`config.mk`:
```
export PLATFORM = sky130hd
export DESIGN_NAME = vga_rect_fill
export DESIGN_NICKNAME = d
export VERILOG_FILES = /design/src/rtl/vga_pkg.sv /design/src/rtl/vga_xy_to_addr.sv /design/src/rtl/vga_rect_fill.sv
export SDC_FILE = /design/constraint.sdc
export NUM_CORES = 1
export LEC_CHECK = 0
export ABC_AREA = 1
export CORE_MARGIN = 3
export CORE_UTILIZATION = 43
export DETAILED_ROUTE_END_ITERATION = 10
export PLACE_DENSITY = 0.67
export SLEW_MARGIN = 10
export SYNTH_ARGS = -nofsm -noshare
export SYNTH_HDL_FRONTEND = slang
export SYNTH_SLANG_ARGS = --single-unit
```
`constraint.sdc`:
```
create_clock -name main_clk -period 3.03 [get_ports main_clk]
set_input_delay 0.606 -clock main_clk [delete_from_list [all_inputs] [get_ports main_clk]]
set_output_delay 0.606 -clock main_clk [all_outputs]
set_load 0.005 [all_outputs]
```
`src/rtl/vga_pkg.sv`:
```
// Shared framebuffer geometry, pixel/address types and fill FSM states
// for the VGA write-side blocks.
package vga_pkg;

    localparam int H_RES  = 320;
    localparam int V_RES  = 200;
    localparam int ADDR_W = 16;
    localparam int PIX_W  = 12;

    typedef logic [PIX_W-1:0]  pixel_t;
    typedef logic [ADDR_W-1:0] fb_addr_t;

    typedef enum logic {
        IDLE = 1'b0,
        FILL = 1'b1
    } fill_state_t;

endpackage

```
`src/rtl/vga_xy_to_addr.sv`:
```
// Combinational (x, y) -> row-major framebuffer address.
// y*320 is built as y*256 + y*64 so no multiplier is needed.
module vga_xy_to_addr
    import vga_pkg::*;
(
    input  logic [8:0] x,
    input  logic [7:0] y,
    output fb_addr_t   addr
);

    fb_addr_t y_ext;
    fb_addr_t x_ext;

    assign y_ext = {8'b0, y};
    assign x_ext = {7'b0, x};
    assign addr  = (y_ext << 8) + (y_ext << 6) + x_ext;

endmodule

```
`src/rtl/vga_rect_fill.sv`:
```
// Rectangle-fill engine: clips a command to the 320x200 framebuffer and
// streams one registered pixel write per cycle in raster order.
module vga_rect_fill
    import vga_pkg::*;
(
    input  logic              main_clk,
    input  logic              reset,
    input  logic              cmd_valid,
    output logic              cmd_ready,
    input  logic [8:0]        cmd_x,
    input  logic [7:0]        cmd_y,
    input  logic [8:0]        cmd_w,
    input  logic [7:0]        cmd_h,
    input  logic [PIX_W-1:0]  cmd_color,
    output logic              busy,
    output logic              do_write,
    output logic [ADDR_W-1:0] write_addr,
    output logic [PIX_W-1:0]  write_data
);

    localparam logic [8:0] H_RES_9 = 9'(H_RES);
    localparam logic [7:0] V_RES_8 = 8'(V_RES);
    localparam fb_addr_t   PITCH   = fb_addr_t'(H_RES);

    fill_state_t state_q, state_d;
    logic        ready_q, ready_d;
    logic        busy_q, busy_d;
    logic        do_write_q, do_write_d;
    fb_addr_t    write_addr_q, write_addr_d;
    pixel_t      write_data_q, write_data_d;
    fb_addr_t    addr_q, addr_d;
    fb_addr_t    row_base_q, row_base_d;
    logic [8:0]  col_q, col_d;
    logic [7:0]  row_q, row_d;
    logic [8:0]  w_last_q, w_last_d;
    logic [7:0]  h_last_q, h_last_d;
    pixel_t      color_q, color_d;

    fb_addr_t    start_addr;
    logic        accept;
    logic        cmd_empty;
    logic [8:0]  x_room;
    logic [7:0]  y_room;
    logic [8:0]  w_eff;
    logic [7:0]  h_eff;

    vga_xy_to_addr u_xy_to_addr (
        .x    (cmd_x),
        .y    (cmd_y),
        .addr (start_addr)
    );

    // Room is only meaningful when the origin is on-screen; cmd_empty covers the rest.
    always_comb begin
        accept    = cmd_valid && ready_q;
        x_room    = H_RES_9 - cmd_x;
        y_room    = V_RES_8 - cmd_y;
        w_eff     = (cmd_w < x_room) ? cmd_w : x_room;
        h_eff     = (cmd_h < y_room) ? cmd_h : y_room;
        cmd_empty = (cmd_x >= H_RES_9) || (cmd_y >= V_RES_8) ||
                    (cmd_w == 9'd0) || (cmd_h == 8'd0);
    end

    always_comb begin
        state_d      = state_q;
        do_write_d   = 1'b0;
        write_addr_d = write_addr_q;
        write_data_d = write_data_q;
        addr_d       = addr_q;
        row_base_d   = row_base_q;
        col_d        = col_q;
        row_d        = row_q;
        w_last_d     = w_last_q;
        h_last_d     = h_last_q;
        color_d      = color_q;

        case (state_q)
            IDLE: begin
                if (accept && !cmd_empty) begin
                    state_d    = FILL;
                    addr_d     = start_addr;
                    row_base_d = start_addr;
                    col_d      = 9'd0;
                    row_d      = 8'd0;
                    w_last_d   = w_eff - 9'd1;
                    h_last_d   = h_eff - 8'd1;
                    color_d    = cmd_color;
                end
            end
            FILL: begin
                do_write_d   = 1'b1;
                write_addr_d = addr_q;
                write_data_d = color_q;
                if (col_q == w_last_q) begin
                    col_d = 9'd0;
                    if (row_q == h_last_q) begin
                        state_d = IDLE;
                    end else begin
                        row_d      = row_q + 8'd1;
                        row_base_d = row_base_q + PITCH;
                        addr_d     = row_base_q + PITCH;
                    end
                end else begin
                    col_d  = col_q + 9'd1;
                    addr_d = addr_q + 16'd1;
                end
            end
            default: state_d = IDLE;
        endcase

        // Ready/busy follow the next state so ready rises in the cycle of the last write.
        ready_d = (state_d == IDLE);
        busy_d  = (state_d == FILL);
    end

    always_ff @(posedge main_clk) begin
        if (reset) begin
            state_q      <= IDLE;
            ready_q      <= 1'b0;
            busy_q       <= 1'b0;
            do_write_q   <= 1'b0;
            write_addr_q <= '0;
            write_data_q <= '0;
            addr_q       <= '0;
            row_base_q   <= '0;
            col_q        <= '0;
            row_q        <= '0;
            w_last_q     <= '0;
            h_last_q     <= '0;
            color_q      <= '0;
        end else begin
            state_q      <= state_d;
            ready_q      <= ready_d;
            busy_q       <= busy_d;
            do_write_q   <= do_write_d;
            write_addr_q <= write_addr_d;
            write_data_q <= write_data_d;
            addr_q       <= addr_d;
            row_base_q   <= row_base_d;
            col_q        <= col_d;
            row_q        <= row_d;
            w_last_q     <= w_last_d;
            h_last_q     <= h_last_d;
            color_q      <= color_d;
        end
    end

    assign cmd_ready  = ready_q;
    assign busy       = busy_q;
    assign do_write   = do_write_q;
    assign write_addr = write_addr_q;
    assign write_data = write_data_q;

endmodule

```
==> Word level (Yosys, flattened, before mapping) <==
Cells that the tools add are included.
{ "word_totals": {"word_cells": 65, "in_bits": 49, "register_bits": 109, "out_inout_bits": 31} }
{ "classes": {"muxes": 20, "n_bitwise": 2, "reduce_logical": 11, "n_lt_le_gt_ge": 4, "eq_ne": 6, "addsub": 10} }
{ "ops": {"columns": ["operator", "count"], "rows": [
  ["16-bit two-way mux", 4],
  ["16-bit case mux with 2 select lines", 2],
  ["8-bit two-way mux", 4],
  ["9-bit two-way mux", 3],
  ["9-bit case mux with 2 select lines", 1],
  ["16-bit by 1-bit adder with 16-bit output, second input constant", 1],
  ["16-bit by 14-bit adder with 16-bit output", 1],
  ["16-bit by 9-bit adder with 16-bit output", 1],
  ["16-bit by 9-bit adder with 16-bit output, second input constant", 1],
  ["8-bit case mux with 2 select lines", 1],
  ["9-bit by 1-bit adder with 9-bit output, second input constant", 1],
  ["9-bit == test", 1],
  ["9-bit >= comparator, second input constant", 1],
  ["9-bit zero test", 1],
  ["9-bit < comparator", 1],
  ["9-bit by 1-bit subtractor with 9-bit output, second input constant", 1],
  ["9-bit subtractor, first input constant", 1],
  ["8-bit by 1-bit adder with 8-bit output, second input constant", 1],
  ["8-bit == test", 1],
  ["8-bit >= comparator, second input constant", 1],
  ["8-bit zero test", 1],
  ["8-bit < comparator", 1],
  ["8-bit by 1-bit subtractor with 8-bit output, second input constant", 1],
  ["8-bit subtractor, first input constant", 1],
  ["other kinds (11)", 20]
]} }

==> Longest topological paths before layout <==
{ "logic_depth": {"word_depth": 9, "depth_mapped": 24, "mapped_depth_nobuf": 24} }

==> By module <==
From an unflattened synthesis, not the netlist that was laid out.
{ "hier_totals": {"cells_unflattened": 928, "hier_area_um2": 6628.9} }
{ "by_module_without_submodules": {"columns": ["module", "area_each_um2", "n_inst", "cells_per_inst"], "rows": [
  ["vga_rect_fill", 6053.3, 1, 835],
  ["vga_xy_to_addr", 575.6, 1, 93]
]} }

==> Worst setup path after synthesis <==
Ideal clock, no wire load.
{ "synth_path": {"path_type": "input-to-reg", "start": "in cmd_y[0]", "end": "reg h_last_q[6]", "cell_stages": 20, "required_ps": 2921, "setup_slack_ps": 13, "t_arrival_ps": 2908, "setup_ps": 109, "path_cell_list": "inv_1 -> ha_1 -> inv_1 -> o21ai_0 -> nand2_1 -> xor2_1 -> ha_1 -> a21oi_1 -> nand2_4 -> nand2_1 -> o21ai_2 -> inv_1 -> ha_1 -> nand2_1 -> nor2_2 -> nand2_1 -> nand2_1 -> nand3_1 -> nand2_1 -> inv_1"} }
{ "synth_via": {"elab_chain_len": 7, "word_cells_on_any_way": 11} }
{ "synth_rtl": {"columns": ["element", "line", "source"], "rows": [
  ["from (decl)", "vga_rect_fill.sv:11", "input logic [7:0] cmd_y,"],
  ["branches (longest 7 deep; another with 8-bit subtractor)", null, null],
  ["to (signal assigned)", "vga_rect_fill.sv:143", "h_last_q <= h_last_d;"],
  ["to (decl)", "vga_rect_fill.sv:36", "logic [7:0] h_last_q, h_last_d;"]
]} }
Parallel ways; which one is timed is not known.
A chain may end at the register's enable or synchronous reset.

==> Worst setup path in the final report <==
{ "layout_path": {"start": "in cmd_x[0]", "end": "reg w_last_q[7]"} }
{ "layout_via": {"elab_chain_len": 7, "word_cells_on_any_way": 11} }
{ "layout_rtl": {"columns": ["element", "line", "source"], "rows": [
  ["from (decl)", "vga_rect_fill.sv:10", "input logic [8:0] cmd_x,"],
  ["branches (longest 7 deep; another with 9-bit subtractor)", null, null],
  ["to (signal assigned)", "vga_rect_fill.sv:142", "w_last_q <= w_last_d;"],
  ["to (decl)", "vga_rect_fill.sv:35", "logic [8:0] w_last_q, w_last_d;"]
]} }
Parallel ways; which one is timed is not known.

==> flow_summary.json <==
{
  "status": "finished, final reports clean",
  "yosysWarnings": 0,
  "grt_pass1_wl_um": 28200,
  "grt_max_degree": 44,
  "ir_drop_uv": 259,
  "finalCriticalPeriod_ps": 2870,
  "fin_setup_tns_ps": 0,
  "diodes": 0,
  "core_area_um2": 14800,
  "worstPathMaxFanout": 6,
  "synth_xor_area_share_pct": 5.94,
  "reg2reg_from": "col_q[5]",
  "ys_seq_area_share_pct": 32.9,
  "vias_per_cell": 5.09,
  "synth_seq_cells": 109,
  "syn_avg_cell_area_um2": 6.98,
  "comb_power_share_pct": 30.1,
  "worst_pin_slew_ps": 557,
  "cts_max_path_buffers": 2,
  "ys_dominant_reg_cell": "dfxtp_1",
  "yosys-top-cells-area": "dfxtp_1 33%, nand2_1 10%, o21ai_0 6.9%",
  "die-width_um": 130,
  "pin_count": 80,
  "path_class": "input port to flop",
  "worstSetupEndpointType": "flop",
  "initial_utilization_pct": 44.8,
  "rows": 44,
  "yosysTopAreaCell": "dfxtp_1",
  "gp_congestion": 0.881,
  "clkSinkCount": 109,
  "synth-compound-area-share_pct": 17.4,
  "netlist_area_um2": 6630,
  "reg2reg_to": "row_base_q[13]",
  "internal_power_mw": 2.66,
  "clk_root_buffer_cell": "clkbuf_16",
  "synthAdderAreaFrac_pct": 7.21,
  "cp-endpoint": "w_last_q[7]",
  "drive_above_1_share_pct": 17.9,
  "route.antenna.remaining_nets": 0,
  "hpwl_um": 12900,
  "ctsHoldBuffers": 0,
  "drt_iter0_drc": 403,
  "portBuffers": 79,
  "crit_path_start_kind": "input port",
  "gr-total-overflow": 0,
  "clk_pin_slew_ps": 80,
  "die_y_um": 130,
  "leakagePower_nw": 3.99,
  "synthArstFlopShare_pct": 0,
  "syn_nets": 1036,
  "cap_violations": 0,
  "synth_edf_count": 0,
  "fin_util_pct": 59.0,
  "relSlewSlack_pct": 62.8,
  "antenna_found_initial": 0,
  "netlist_instances": 950,
  "drc_errors": 0,
  "seqPwrFrac_pct": 40.1,
  "powerDensity_nw_per_um2": 454,
  "synth_top_area_share_pct": 32.9,
  "synthSimpleGateAreaFrac_pct": 27.7,
  "muxShareOfSynthArea_pct": 0.151,
  "drv_slew": 0,
  "hp-class": "flop to flop",
  "fin_crit_sh_pct": 94.6,
  "startpoint": "cmd_x[0]",
  "skew_ps": 10.2,
  "holdPathStages": 2,
  "place_inst": 1264,
  "cts_made_buffers": 9,
  "clock_latency_ps": 350,
  "r2r_slack_ps": 810,
  "arrival_ps": 3130,
  "dieArea_um2": 16900,
  "grt_pass1_vias": 6027,
  "routedWlPerCell_um": 13.5,
  "fillers": 1396,
  "area_growth_pct": 31.7,
  "cts_tree": "built",
  "synth_cell_types": 50,
  "nets": 1183,
  "r2r_cells": 9,
  "num_vias": 6540,
  "fmax_ghz": 0.349,
  "hold_viol": 0,
  "netSwitchingPower_mw": 1.30,
  "cp_data_required_time_ps": 3290,
  "drt_pass1_iterations": 6,
  "finalWirelength_um": 17400,
  "p_clk_share_pct": 29.8,
  "finalSetupViolCount": 0,
  "swShare_pct": 32.9,
  "synth_top_family_by_area": "simple AND/OR/NAND/NOR gates",
  "instances_no_fill": 1286,
  "htree_levels": 3,
  "track_usage_pct": 20.2
}
worst max-delay path, cell delays in order:
cell	delay [ps]
dlygate4sd2_1	250
inv_2	90
ha_4	170
nand2_1	90
xnor2_2	150
ha_1	310
nand2_1	50
inv_1	60
nand3_1	80
nand3_1	70
nand2_1	70
nand3_2	100
nand2_4	80
nand2_4	80
buf_4	130
nand2_1	60
nand2_2	130
nand2_2	90
nor2_4	140
nand2_1	60
nand2_1	50
nand3_1	70
nand2_1	70
inv_1	30
placed cells by master (no fill, tap or decap), types with 4 or more instances in the layout:
cell type / n
a211oi_1: 4
a21oi_1: 58
a21oi_2: 5
a31oi_1: 8
buf_4: 87
clkbuf_16: 9
clkdlybuf4s50_1: 70
dfxtp_1: 108
dlymetal6s2s_1: 5
ha_1: 31
inv_1: 98
inv_2: 8
nand2_1: 163
nand2_2: 18
nand2_4: 7
nand3_1: 52
nand3_2: 5
nand3b_1: 6
nand4_1: 11
nor2_1: 107
nor2_2: 11
nor2_4: 6
nor3_1: 5
nor4_1: 6
o211ai_1: 5
o21ai_0: 88
o21ai_1: 6
o21ai_2: 5
o221ai_1: 5
o22ai_1: 9
or2_2: 7
xnor2_1: 8
xor2_1: 31
cell usage after synthesis (2+ instances only):
cell type / n
o21ai_2: 3
a21oi_2: 2
ha_1: 35
nand4_1: 11
o221ai_1: 5
nand3b_1: 6
o21ai_0: 92
nor2_1: 112
nand2_2: 4
o211ai_1: 5
o21ai_1: 4
buf_4: 4
nor4_1: 6
buf_2: 7
nand3_1: 55
nand4_2: 2
buf_6: 3
nor2_2: 9
or2_2: 7
dfxtp_1: 109
a31oi_1: 8
a211oi_1: 4
nor2_4: 3
nand2_1: 181
a22o_1: 2
fa_1: 2
inv_1: 101
inv_2: 5
nand2_4: 4
xor2_1: 34
a21oi_1: 61
nor3b_1: 2
nor3_1: 5
o22ai_1: 9
a21boi_0: 2
clkbuf_1: 21
xnor2_1: 11
nand3_2: 2
per-stage QoR:
| step | worst slack [ps] | hold WS (ps) | area (µm²) | power [mW] |
|---|---|---|---|---|
| after global routing | -1.84 | 480 | 8730 | 4.20 |
| after CTS | -24.6 | 461 | 8500 | 3.90 |
| after floorplan | 13.1 | 425 | 6630 | 2.25 |
| final | 163 | 459 | 8730 | 3.96 |
| after detailed placement | -490 | 449 | 8150 | 2.72 |
| after global placement | -503 | 445 | 8150 | 2.71 |
power by group through the flow:
| stage | Clock (mW) | Sequential, mW | Combinational, mW |
|---|---|---|---|
| after floorplan | 0 | 1.61 | 0.639 |
| after CTS | 1.19 | 1.59 | 1.12 |
| after detailed placement | 0 | 1.62 | 1.10 |
| final | 1.18 | 1.59 | 1.19 |
| after global routing | 1.26 | 1.60 | 1.33 |
| after global placement | 0 | 1.62 | 1.09 |
area by class of cell:
| class | count | area (µm²) | area share (%) |
|---|---|---|---|
| Tap cell | 184 | 230 | 2.64 |
| Timing Repair Buffer | 171 | 1520 | 17.4 |
| Clock buffer | 9 | 225 | 2.58 |
| Inverter | 106 | 398 | 4.56 |
| Multi-Input combinational cell | 700 | 4100 | 46.9 |
| Clock inverter | 7 | 73.8 | 0.846 |
| Sequential cell | 109 | 2180 | 25.0 |
metal layers:
metal  wire, µm  global-route usage (%)
met3        553                    2.17
met2       7870                    33.6
met1       8630                    27.7
met5          0                       0
met4        334                    6.17
sequential cells by signal, indices dropped and copies added, names as in the netlist:
name        count
color_q        12
busy            1
addr_q         16
row_base_q     16
write_addr     16
w_last_q        9
cmd_ready       1
write_data     12
h_last_q        8
row_q           8
do_write        1
col_q           9
what timing repair did:
item / CTS / global route
gates resized for setup: 19 / 55
setup endpoints to repair: 13 / 23
hold endpoints to repair: 0 / 0
buffers inserted: 1 / 5
pin swaps: 7 / 23
worst min path at each step:
stage,start,to,slack (ps)
after detailed placement,row_base_q[2],row_base_q[2],450
final,row_base_q[0],row_base_q[0],460
after CTS,row_base_q[2],row_base_q[2],460
after floorplan,row_base_q[0],row_base_q[0],420
after global placement,row_base_q[0],row_base_q[0],450
after global routing,row_base_q[0],row_base_q[0],480
cells by family (layout without fill, tap and decap cells):
family / count (synthesis) / in the layout
muxes: 1 / 1
AOI/OAI and AO/OA: 205 / 205
xor gates and xnor gates: 45 / 45
adders and majority gates: 37 / 37
buffers and inverters: 141 / 293
DFF: 109 / 109
and+or+nand+nor: 412 / 412
(Power assumes the default switching activity.)
